### config.mk
export PLATFORM = sky130hd
export DESIGN_NAME = fifo_preempt_arbiter
export DESIGN_NICKNAME = d
export VERILOG_FILES = /design/src/rtl/fifo_preempt_arbiter.sv
export SDC_FILE = /design/constraint.sdc
export NUM_CORES = 1
export LEC_CHECK = 0
export BUFFER_PORTS_ARGS = -buffer_cell sky130_fd_sc_hd__buf_4
export CORE_ASPECT_RATIO = 0.8
export CORE_UTILIZATION = 35
export CTS_CLUSTER_SIZE = 24
export DETAILED_ROUTE_END_ITERATION = 6
export GPL_TIMING_DRIVEN = 1
export PLACE_DENSITY = 0.8
export SLEW_MARGIN = 20
export SYNTH_ARGS = -nofsm -noshare
export SYNTH_HDL_FRONTEND = slang
export SYNTH_SLANG_ARGS = --single-unit
### constraint.sdc
create_clock -name BUS_CLK -period 3.27 [get_ports BUS_CLK]
set_input_delay 0.1635 -clock BUS_CLK [delete_from_list [all_inputs] [get_ports BUS_CLK]]
set_output_delay 0.1635 -clock BUS_CLK [all_outputs]
set_load 0.01 [all_outputs]
### src/rtl/fifo_preempt_arbiter.sv
// rtl/fifo_preempt_arbiter.sv - round-robin arbiter sharing one FWFT readout port between N sources
// Burst-limited round robin; a preempting source jumps the queue and holds the grant until it drains or drops the request.
module fifo_preempt_arbiter #(
  parameter int N_SOURCES  = 4,
  parameter int DATA_WIDTH = 32,
  parameter int MAX_BURST  = 16
) (
  input  logic                            BUS_CLK,
  input  logic                            BUS_RST,
  input  logic [N_SOURCES-1:0]            SRC_EMPTY,
  input  logic [N_SOURCES*DATA_WIDTH-1:0] SRC_DATA,
  input  logic [N_SOURCES-1:0]            SRC_PREEMPT_REQ,
  output logic [N_SOURCES-1:0]            SRC_READ,
  input  logic                            OUT_READ,
  output logic                            OUT_EMPTY,
  output logic [DATA_WIDTH-1:0]           OUT_DATA,
  output logic [N_SOURCES-1:0]            GRANT,
  output logic                            GRANT_VALID
);

  localparam int IW = $clog2(N_SOURCES);
  localparam int CW = $clog2(MAX_BURST + 1);

  localparam logic [CW-1:0]        BURST_MAX = CW'(MAX_BURST);
  localparam logic [IW-1:0]        LAST_RST  = IW'(N_SOURCES - 1);
  localparam logic [N_SOURCES-1:0] ONE_HOT0  = N_SOURCES'(1);

  localparam logic [0:0] ST_IDLE    = 1'b0;
  localparam logic [0:0] ST_GRANTED = 1'b1;

  logic [0:0]           state;
  logic [IW-1:0]        gidx;
  logic [IW-1:0]        last_idx;
  logic [CW-1:0]        bcnt;

  logic [DATA_WIDTH-1:0] src_word [N_SOURCES];
  logic [N_SOURCES-1:0]  pre_cand;
  logic [N_SOURCES-1:0]  search_mask;
  logic [N_SOURCES-1:0]  pick_mask;
  logic [IW-1:0]         pick;
  logic                  found;
  logic                  cur_empty;
  logic                  cur_pre;
  logic                  rd_fire;
  logic                  others_pre;
  logic                  release_now;
  logic [CW-1:0]         bcnt_inc;

  // Index arithmetic for the wrap-around search; N_SOURCES need not be a power of two.
  function automatic logic [IW-1:0] wrap_idx(input logic [IW-1:0] base, input int off);
    int s;
    s = int'(base) + off;
    if (s >= N_SOURCES) s = s - N_SOURCES;
    return IW'(s);
  endfunction

  always_comb begin
    for (int i = 0; i < N_SOURCES; i++) begin
      src_word[i] = SRC_DATA[i*DATA_WIDTH +: DATA_WIDTH];
    end
  end

  assign GRANT_VALID = (state == ST_GRANTED);
  assign cur_empty   = SRC_EMPTY[gidx];
  assign cur_pre     = SRC_PREEMPT_REQ[gidx];

  // Zero-latency passthrough of the granted source's FWFT head word.
  assign OUT_EMPTY = ~GRANT_VALID | cur_empty;
  assign OUT_DATA  = GRANT_VALID ? src_word[gidx] : '0;
  assign rd_fire   = OUT_READ & GRANT_VALID & ~cur_empty & ~BUS_RST;
  assign SRC_READ  = rd_fire ? GRANT : '0;

  assign pre_cand    = SRC_PREEMPT_REQ & ~SRC_EMPTY;
  assign search_mask = (|pre_cand) ? pre_cand : ~SRC_EMPTY;

  always_comb begin
    found = 1'b0;
    pick  = '0;
    for (int off = 1; off <= N_SOURCES; off++) begin
      if (!found && search_mask[wrap_idx(last_idx, off)]) begin
        found = 1'b1;
        pick  = wrap_idx(last_idx, off);
      end
    end
  end

  assign pick_mask = ONE_HOT0 << pick;

  // Release includes this cycle's read, so the last word of a burst is never split.
  assign bcnt_inc    = (rd_fire && (bcnt != BURST_MAX)) ? bcnt + CW'(1) : bcnt;
  assign others_pre  = |(pre_cand & ~GRANT);
  assign release_now = cur_empty
                     | (~cur_pre & (bcnt_inc == BURST_MAX))
                     | (~cur_pre & others_pre);

  always_ff @(posedge BUS_CLK) begin
    if (BUS_RST) begin
      state    <= ST_IDLE;
      GRANT    <= '0;
      gidx     <= '0;
      last_idx <= LAST_RST;
      bcnt     <= '0;
    end else begin
      case (state)
        ST_IDLE: begin
          if (found) begin
            state    <= ST_GRANTED;
            GRANT    <= pick_mask;
            gidx     <= pick;
            last_idx <= pick;
            bcnt     <= '0;
          end
        end
        default: begin
          bcnt <= bcnt_inc;
          if (release_now) begin
            state <= ST_IDLE;
            GRANT <= '0;
          end
        end
      endcase
    end
  end

endmodule

==> results of run 1 <==
-- worst max-delay path: stages, from the launching register on --
cell and delay, ns:
dfxtp_2 0.56, buf_4 0.50, mux4_2 0.57, and2_1 0.19
buf_4 0.14
-- final timing paths --
kind              slack, ns            to      from
setup / recovery       0.88  OUT_DATA[18]   gidx[0]
hold / removal         0.18   GRANT_VALID   BUS_RST
setup reg to reg       1.00      GRANT[2]   gidx[1]
hold reg to reg        0.53      GRANT[3]  GRANT[3]
-- cell families (layout without fill, tap and decap cells) --
kind of cell,after synthesis,after routing,share of synthesized area [%]
simple gates,85,85,23.7
xor+xnor,1,1,0.409
compound gates,54,54,19.8
flops,14,14,13.1
fa+ha+maj,2,2,1.17
buf+inv,26,198,5.32
mux,36,36,36.5
-- report_power, final --
part / switching [µW] / internal [µW]
clock: 67.3 / 107
sequential: 33.0 / 185
combinational: 236 / 367
-- routing by layer --
layer / wire [µm] / up-vias / global-route usage, %
met1: 3090 / 1198 / 28.6
met5: 0 / - / 0
met3: 535 / 10 / 3.07
li1: - / 1204 / -
met2: 4310 / 112 / 42.5
met4: 125 / 0 / 4.41
-- stage by stage --
step                      util [%]  hold slack [ns]  total power [µW]  cell area [µm²]
after floorplan                  -            0.337               559             2140
after global placement        60.0            0.445               813             3550
after detailed placement      60.0            0.441               826             3550
after CTS                     60.9            0.184               999             3600
after global routing          60.9            0.189              1060             3600
final                         60.9            0.181               995             3600
-- synthesized netlist by cell type (all sizes together) (2+ instances only) --
master	n	share of area [%]
clkbuf	9	1.6
a311oi	2	0.82
nor3	4	0.93
ha	2	1.2
and3	3	0.88
and2	34	9.9
a21oi	11	2.6
o22ai	8	2.9
nand2b	7	2.3
buf	6	1.8
inv	11	1.9
mux2i	2	1.3
dfxtp	14	13
mux4	33	35
a211oi	2	0.93
or3	2	0.58
o21ai	7	1.6
o31ai	3	1.3
nor2	14	2.5
nor4	2	0.88
nand4	2	0.58
nand2	6	1.1
nor3b	6	2.1
a31oi	5	1.5
-- cell type report --
class	count	area share (%)
multi-input cells	178	48.5
inverters	11	1.15
well taps	81	2.81
flip-flops and latches	14	7.85
repair buffers	183	38.1
clock buffers	4	1.53
-- sequential cells by signal, summed over array words and instances, names as in the netlist --
signal,cells
bcnt,5
GRANT,4
gidx,2
last_idx,2
GRANT_VALID,1
==> results.cfg, run 1 <==
[power]
peakVddDrop_v = 0.000256
power.density_nw_per_um2 = 276
p_leak_uw = 0.00161

[cells_and_area]
regArea_um2 = 283
finalNonFillerCells = 471
final_cell_mix = buf_4 (183), and2_1 (34), mux4_2 (33)
drive_gt1_share_pct = 61.0
nFillCells = 502
num_antenna_cells = 0
layout_commonest_cell = buf_4
syn_to_final_growth_pct = 68.2
multiInputGateArea_um2 = 1750
fin_nets = 532

[clock_network]
clkSinkCount = 14
htreeDepth = 1
ctsResizeCount = 0
tritoncts = built
clockBufferDepth = 2
cts_hold_buf = 0
clk_pin_slew_worst_paths_ns = 0.06
clk_latency_ns = 0.25
postCtsSetupRepairBufs = 0
cts_buffers = 3
cts-root-buf = clkbuf_8

[timing]
hold_violations = 0
fin_skew_ns = 0.00416
min_period_ns = 2.39
tns_ns = 0
slew_headroom_pct = 68.3
setup_viol = 0
maxSlewViolCount = 0
rsz0062_at_grt = no
layout_setup_ws_ns = 0.881
min_period_over_period_pct = 73.0
max_freq_mhz = 419
tightest_slew_ns = 0.475

[die]
ios = 181
placeableCoreArea_um2 = 5910
row_count = 25
start_util_pct = 36.2
fp.dieW_um = 89.5
die-area_um2 = 6440
chipHeight_um = 72.0

[logic_synthesis]
synth_edf_count = 0
synthDistinctLibCells = 54
yosys_warnings = 0
synthesis.nets = 359
netlist_area_um2 = 2140
synthFlopType = dfxtp_1
syn_area_per_cell_um2 = 9.83
seq_area_frac_synth_pct = 13.1
synthCells = 218
synth-seq-cells = 14
async_flop_share_pct = 0

[run_status]
status = finished clean

[route]
wl_per_cell_um = 17.1
vias_per_cell = 5.36
ant_nets = 0
vias = 2524
drtPass1Iterations = 4
drc = 0
drt-total-wl_mm = 8.06
drt_iter0_markers = 77

[global_route]
antenna_found_initial = 0
grt_pass1_wl_mm = 11.5
track_usage_pct = 23.0
grt_pass1_vias = 2383
overflow = 0
grt_max_degree = 43

[critical_path]
reg2regPathDepth = 6
cp-start-kind = flip-flop
required_ns = 3.11
criticalPathCategory = flip-flop to output port
worstPathMaxFanout = 26
setup.worst_path.end_class = output port
arrival_ns = 2.23

[placed_design]
gp_congestion = 0.920
dpl.hpwl_mm = 6.61
numPortBuffers = 180
placed_cells = 467
dpl_worst_slack_ns = 0.997

[min_path]
min_path_cells = 2
hp-class = input pin to flip-flop

[job]
cap_violations = 0
No activity file was read; power rests on OpenSTA's default activity.
==> run 2, diff against run 1 <==
==> constraint.sdc (replaced) <==
create_clock -name BUS_CLK -period 2.4 [get_ports BUS_CLK]
set_input_delay 0.12 -clock BUS_CLK [delete_from_list [all_inputs] [get_ports BUS_CLK]]
set_output_delay 0.12 -clock BUS_CLK [all_outputs]
set_load 0.01 [all_outputs]
==> results.cfg, run 2 (same netlist as run 1, synthesis figures left out) <==
[run_status]
status = finished clean

[route]
drt_iter0_markers = 94
wl_per_cell_um = 17.0
vias_per_cell = 5.40
met2_length_mm = 4.17
drt-total-wl_mm = 8.05
drc = 0
wl_met3_um = 505
ant_nets = 0
drtPass1Iterations = 4
met1_length_mm = 3.18
routed.top_layer = met4
vias = 2560

[timing]
rsz0062_at_grt = no
max_freq_mhz = 496
slew_headroom_pct = 67.7
tightest_slew_ns = 0.485
maxSlewViolCount = 0
min_period_ns = 2.02
fin_skew_ns = 0.00543
setup_viol = 0
hold_violations = 0
tns_ns = 0
min_period_over_period_pct = 84.0

[cells_and_area]
fin_nets = 535
largest_reg_flops = 5
top_register = bcnt
drive_gt1_share_pct = 61.3
final_cell_mix = buf_4 (186), and2_1 (34), mux4_2 (33)
layout_commonest_cell = buf_4
num_antenna_cells = 0
finalNonFillerCells = 474
syn_to_final_growth_pct = 69.2
reg_top3 = bcnt (5), GRANT (4)

[global_route]
overflow = 0
grt_pass1_vias = 2397
grt_pass1_wl_mm = 11.4
antenna_found_initial = 0
track_usage_pct = 23.0
grt_max_degree = 32

[critical_path]
required_ns = 2.28
crit_chain = buf_4 -> mux4_2 -> and2_1 -> buf_4
cp-start-kind = flip-flop
slowest_delay_ns = 0.57
arrival_ns = 1.90
r2r_end = GRANT[2]
reg2regPathDepth = 7
rrSetupSlack_ns = 0.40
endpoint = OUT_DATA[20]
slowest_stage = mux4_2
crit_start = gidx[0]
criticalPathCategory = flip-flop to output port
worstPathMaxFanout = 27
path_common_cell = buf_4
r2r-start = GRANT_VALID
setup.worst_path.end_class = output port

[clock_network]
clockBufferDepth = 2
clk_latency_ns = 0.24
cts_hold_buf = 0
clkSinkCount = 14
cts_buffers = 3
ctsResizeCount = 0
postCtsSetupRepairBufs = 0
cts-root-buf = clkbuf_8
htreeDepth = 1
clk_pin_slew_worst_paths_ns = 0.06
tritoncts = built

[placed_design]
gp_congestion = 0.925
placed_cells = 470
dpl.hpwl_mm = 6.73
numPortBuffers = 180

[power]
swShare_pct = 33.0
seqPwrFrac_pct = 20.1
p_leak_uw = 0.00162
p_sw_uw = 447
pwr-share-clk_pct = 16.8
peakVddDrop_v = 0.000325
power.density_nw_per_um2 = 373
p_int_uw = 906
pwr-share-comb_pct = 63.2

[die]
die-area_um2 = 6440
start_util_pct = 36.2
fp.dieW_um = 89.5
ios = 181
row_count = 25
placeableCoreArea_um2 = 5910
chipHeight_um = 72.0

[min_path]
min_path_cells = 2
hp-class = input pin to flip-flop

[job]
cap_violations = 0
-- run 2: layout make-up --
type / count / area, µm²
clock buffers: 4 / 55.1
fillers: 508 / 2290
inverters: 11 / 41.3
multi-input cells: 178 / 1750
flip-flops and latches: 14 / 283
well taps: 81 / 101
repair buffers: 186 / 1400
-- run 2: per-layer routing --
layer,track usage [%],vias to the layer above
met5,0,-
met1,28.7,1229
met4,6.00,0
met2,41.2,107
met3,3.64,10
li1,-,1214
-- run 2: power groups by stage --
| stage | clock network, µW | registers (µW) | logic (µW) |
|---|---|---|---|
| 2_1_floorplan | 0 | 273 | 489 |
| 3_3_place_gp | 0 | 275 | 843 |
| 3_5_place_dp | 0 | 276 | 858 |
| 4_1_cts | 233 | 271 | 860 |
| 5_1_grt | 242 | 275 | 927 |
| 6_report | 227 | 271 | 855 |
-- run 2: worst min-delay path by stage --
| stage | from | endpoint | slack [ns] |
|---|---|---|---|
| global placement | BUS_RST | gidx[1] | 0.40 |
| CTS | BUS_RST | GRANT_VALID | 0.14 |
| global route | BUS_RST | GRANT_VALID | 0.15 |
| finish | BUS_RST | GRANT_VALID | 0.15 |
| detailed placement | BUS_RST | bcnt[2] | 0.40 |
| floorplan | BUS_RST | last_idx[0] | 0.29 |
-- run 2: critical path, delay by kind of cell, from the launching register on --
family	cells	cell delay, ns
and+or+nand+nor	1	0.17
muxes	1	0.57
buffers and inverters	2	0.57
DFF	1	0.34
-- run 2: stage by stage --
step	util (%)	instance area, µm²	hold slack, ns	power [µW]	setup WS (ns)
final	61.3	3620	0.148	1350	0.384
after global routing	61.3	3620	0.148	1440	0.243
after CTS	61.3	3620	0.140	1360	0.332
after detailed placement	60.4	3570	0.400	1130	0.421
after global placement	60.4	3570	0.401	1120	0.481
after floorplan	-	2140	0.293	762	0.593
==> run 3, diff against run 2 <==
--- a/config.mk
+++ b/config.mk
@@ -11,7 +11,7 @@
 export CTS_CLUSTER_SIZE = 24
 export DETAILED_ROUTE_END_ITERATION = 6
 export GPL_TIMING_DRIVEN = 1
-export PLACE_DENSITY = 0.8
+export PLACE_DENSITY = 0.83
 export SLEW_MARGIN = 20
 export SYNTH_ARGS = -nofsm -noshare
 export SYNTH_HDL_FRONTEND = slang
==> constraint.sdc (replaced) <==
create_clock -name BUS_CLK -period 1.81 [get_ports BUS_CLK]
set_input_delay 0.0905 -clock BUS_CLK [delete_from_list [all_inputs] [get_ports BUS_CLK]]
set_output_delay 0.0905 -clock BUS_CLK [all_outputs]
set_load 0.01 [all_outputs]
==> results.cfg, run 3 (same netlist as run 1, synthesis figures left out) <==
[global_route]
grt_max_degree = 33
track_usage_pct = 23.7
overflow = 0
grt_pass1_vias = 2397
antenna_found_initial = 0
grt_pass1_wl_mm = 11.7

[min_path]
min_to = GRANT_VALID
hp-start = BUS_RST
min_path_cells = 2
hp-class = input pin to flip-flop

[clock_network]
clk_latency_ns = 0.25
clockBufferDepth = 2
tritoncts = built
clkSinkCount = 14
cts_hold_buf = 0
cts-root-buf = clkbuf_8
htreeDepth = 1
cts_buffers = 3
clk_pin_slew_worst_paths_ns = 0.06

[timing]
maxSlewViolCount = 0
setup_viol = 10
min_period_ns = 1.84
min_period_over_period_pct = 101
slew_headroom_pct = 68.1
tightest_slew_ns = 0.478
hold_violations = 0
max_freq_mhz = 545
rsz0062_at_grt = yes
layout_setup_ws_ns = -0.0251
fin_skew_ns = 0.00796
fin_hold_ws_ns = 0.0419

[die]
chipHeight_um = 72.0
placeableCoreArea_um2 = 5910
die-area_um2 = 6440
row_count = 25
fp.dieW_um = 89.5
ios = 181
start_util_pct = 36.2

[placed_design]
dpl_worst_slack_ns = -0.0800
placed_cells = 479
numPortBuffers = 180
gp_congestion = 0.941
dpl.hpwl_mm = 6.67

[cells_and_area]
top_register = bcnt
reg_top3 = bcnt (5), GRANT (4)
drive_gt1_share_pct = 65.1
final_cell_mix = buf_4 (194), and2_1 (34), mux4_2 (33)
layout_commonest_cell = buf_4
largest_reg_flops = 5
finalNonFillerCells = 485
regArea_um2 = 288
syn_to_final_growth_pct = 78.8
multiInputGateArea_um2 = 1840
num_antenna_cells = 0
nFillCells = 490
fin_nets = 546

[route]
drtPass1Iterations = 6
ant_nets = 0
vias = 2600
drt_iter0_markers = 120
drt-total-wl_mm = 8.29
drc = 0
vias_per_cell = 5.36
wl_per_cell_um = 17.1

[critical_path]
reg2regPathDepth = 6
r2r-start = gidx[1]
cp-start-kind = flip-flop
setup.worst_path.end_class = flip-flop
rrSetupSlack_ns = -0.03
arrival_ns = 1.96
worstPathMaxFanout = 4
criticalPathCategory = flip-flop to flip-flop
required_ns = 1.94
r2r_end = GRANT[2]

[run_status]
violations = negative setup slack
status = finished with violations

[power]
power.density_nw_per_um2 = 492
p_leak_uw = 0.00170
peakVddDrop_v = 0.000491

[job]
cap_violations = 0
run 3: area by class of cell:
| class | instances | share of cell area, % |
|---|---|---|
| inverters | 11 | 1.08 |
| flip-flops and latches | 14 | 7.51 |
| repair buffers | 197 | 39.3 |
| well taps | 81 | 2.65 |
| multi-input cells | 178 | 48.0 |
| clock buffers | 4 | 1.44 |
run 3: how the worst max path moves through the flow:
stage                     startpoint     endpoint  slack [ns]
after detailed placement     gidx[1]  GRANT_VALID       -0.08
after CTS                    gidx[1]  OUT_DATA[3]       -0.02
after global routing         gidx[1]     GRANT[2]       -0.09
after global placement       bcnt[0]     GRANT[2]       -0.02
final                        gidx[1]     GRANT[2]       -0.03
after floorplan              gidx[1]     GRANT[2]       0.003
run 3: repair_timing:
item | CTS | global route
pin swaps | 2 | 4
endpoints found under the setup margin | 37 | 39
resized for setup | 17 | 7
buffers inserted | 1 | 1
run 3: routing by layer:
layer / global-route usage (%) / wire length, µm
met1: 29.7 / 3250
met2: 43.7 / 4390
met3: 3.53 / 520
met4: 3.88 / 125
met5: 0 / 0
run 3: metrics by stage:
step / setup TNS (ns) / utilization [%] / area, µm² / power [µW]
finish: -0.0919 / 64.8 / 3830 / 1880
CTS: -0.130 / 64.0 / 3790 / 1880
global route: -2.05 / 64.8 / 3830 / 2000
floorplan: 0 / - / 2140 / 1010
global placement: -0.0196 / 61.5 / 3640 / 1490
detailed placement: -0.172 / 61.5 / 3640 / 1520
run 3: worst max-delay path, cell delays in order, from the launching register on:
cell	delay (ns)
dfxtp_4	0.40
buf_6	0.12
mux4_2	0.52
inv_2	0.10
o31ai_4	0.08
o311ai_4	0.37
o32ai_2	0.12
run 3: report_power, final:
part / total, µW / switching (µW) / internal [µW]
Combinational: 1210 / 483 / 726
Sequential: 365 / 30.5 / 335
Clock: 308 / 115 / 193
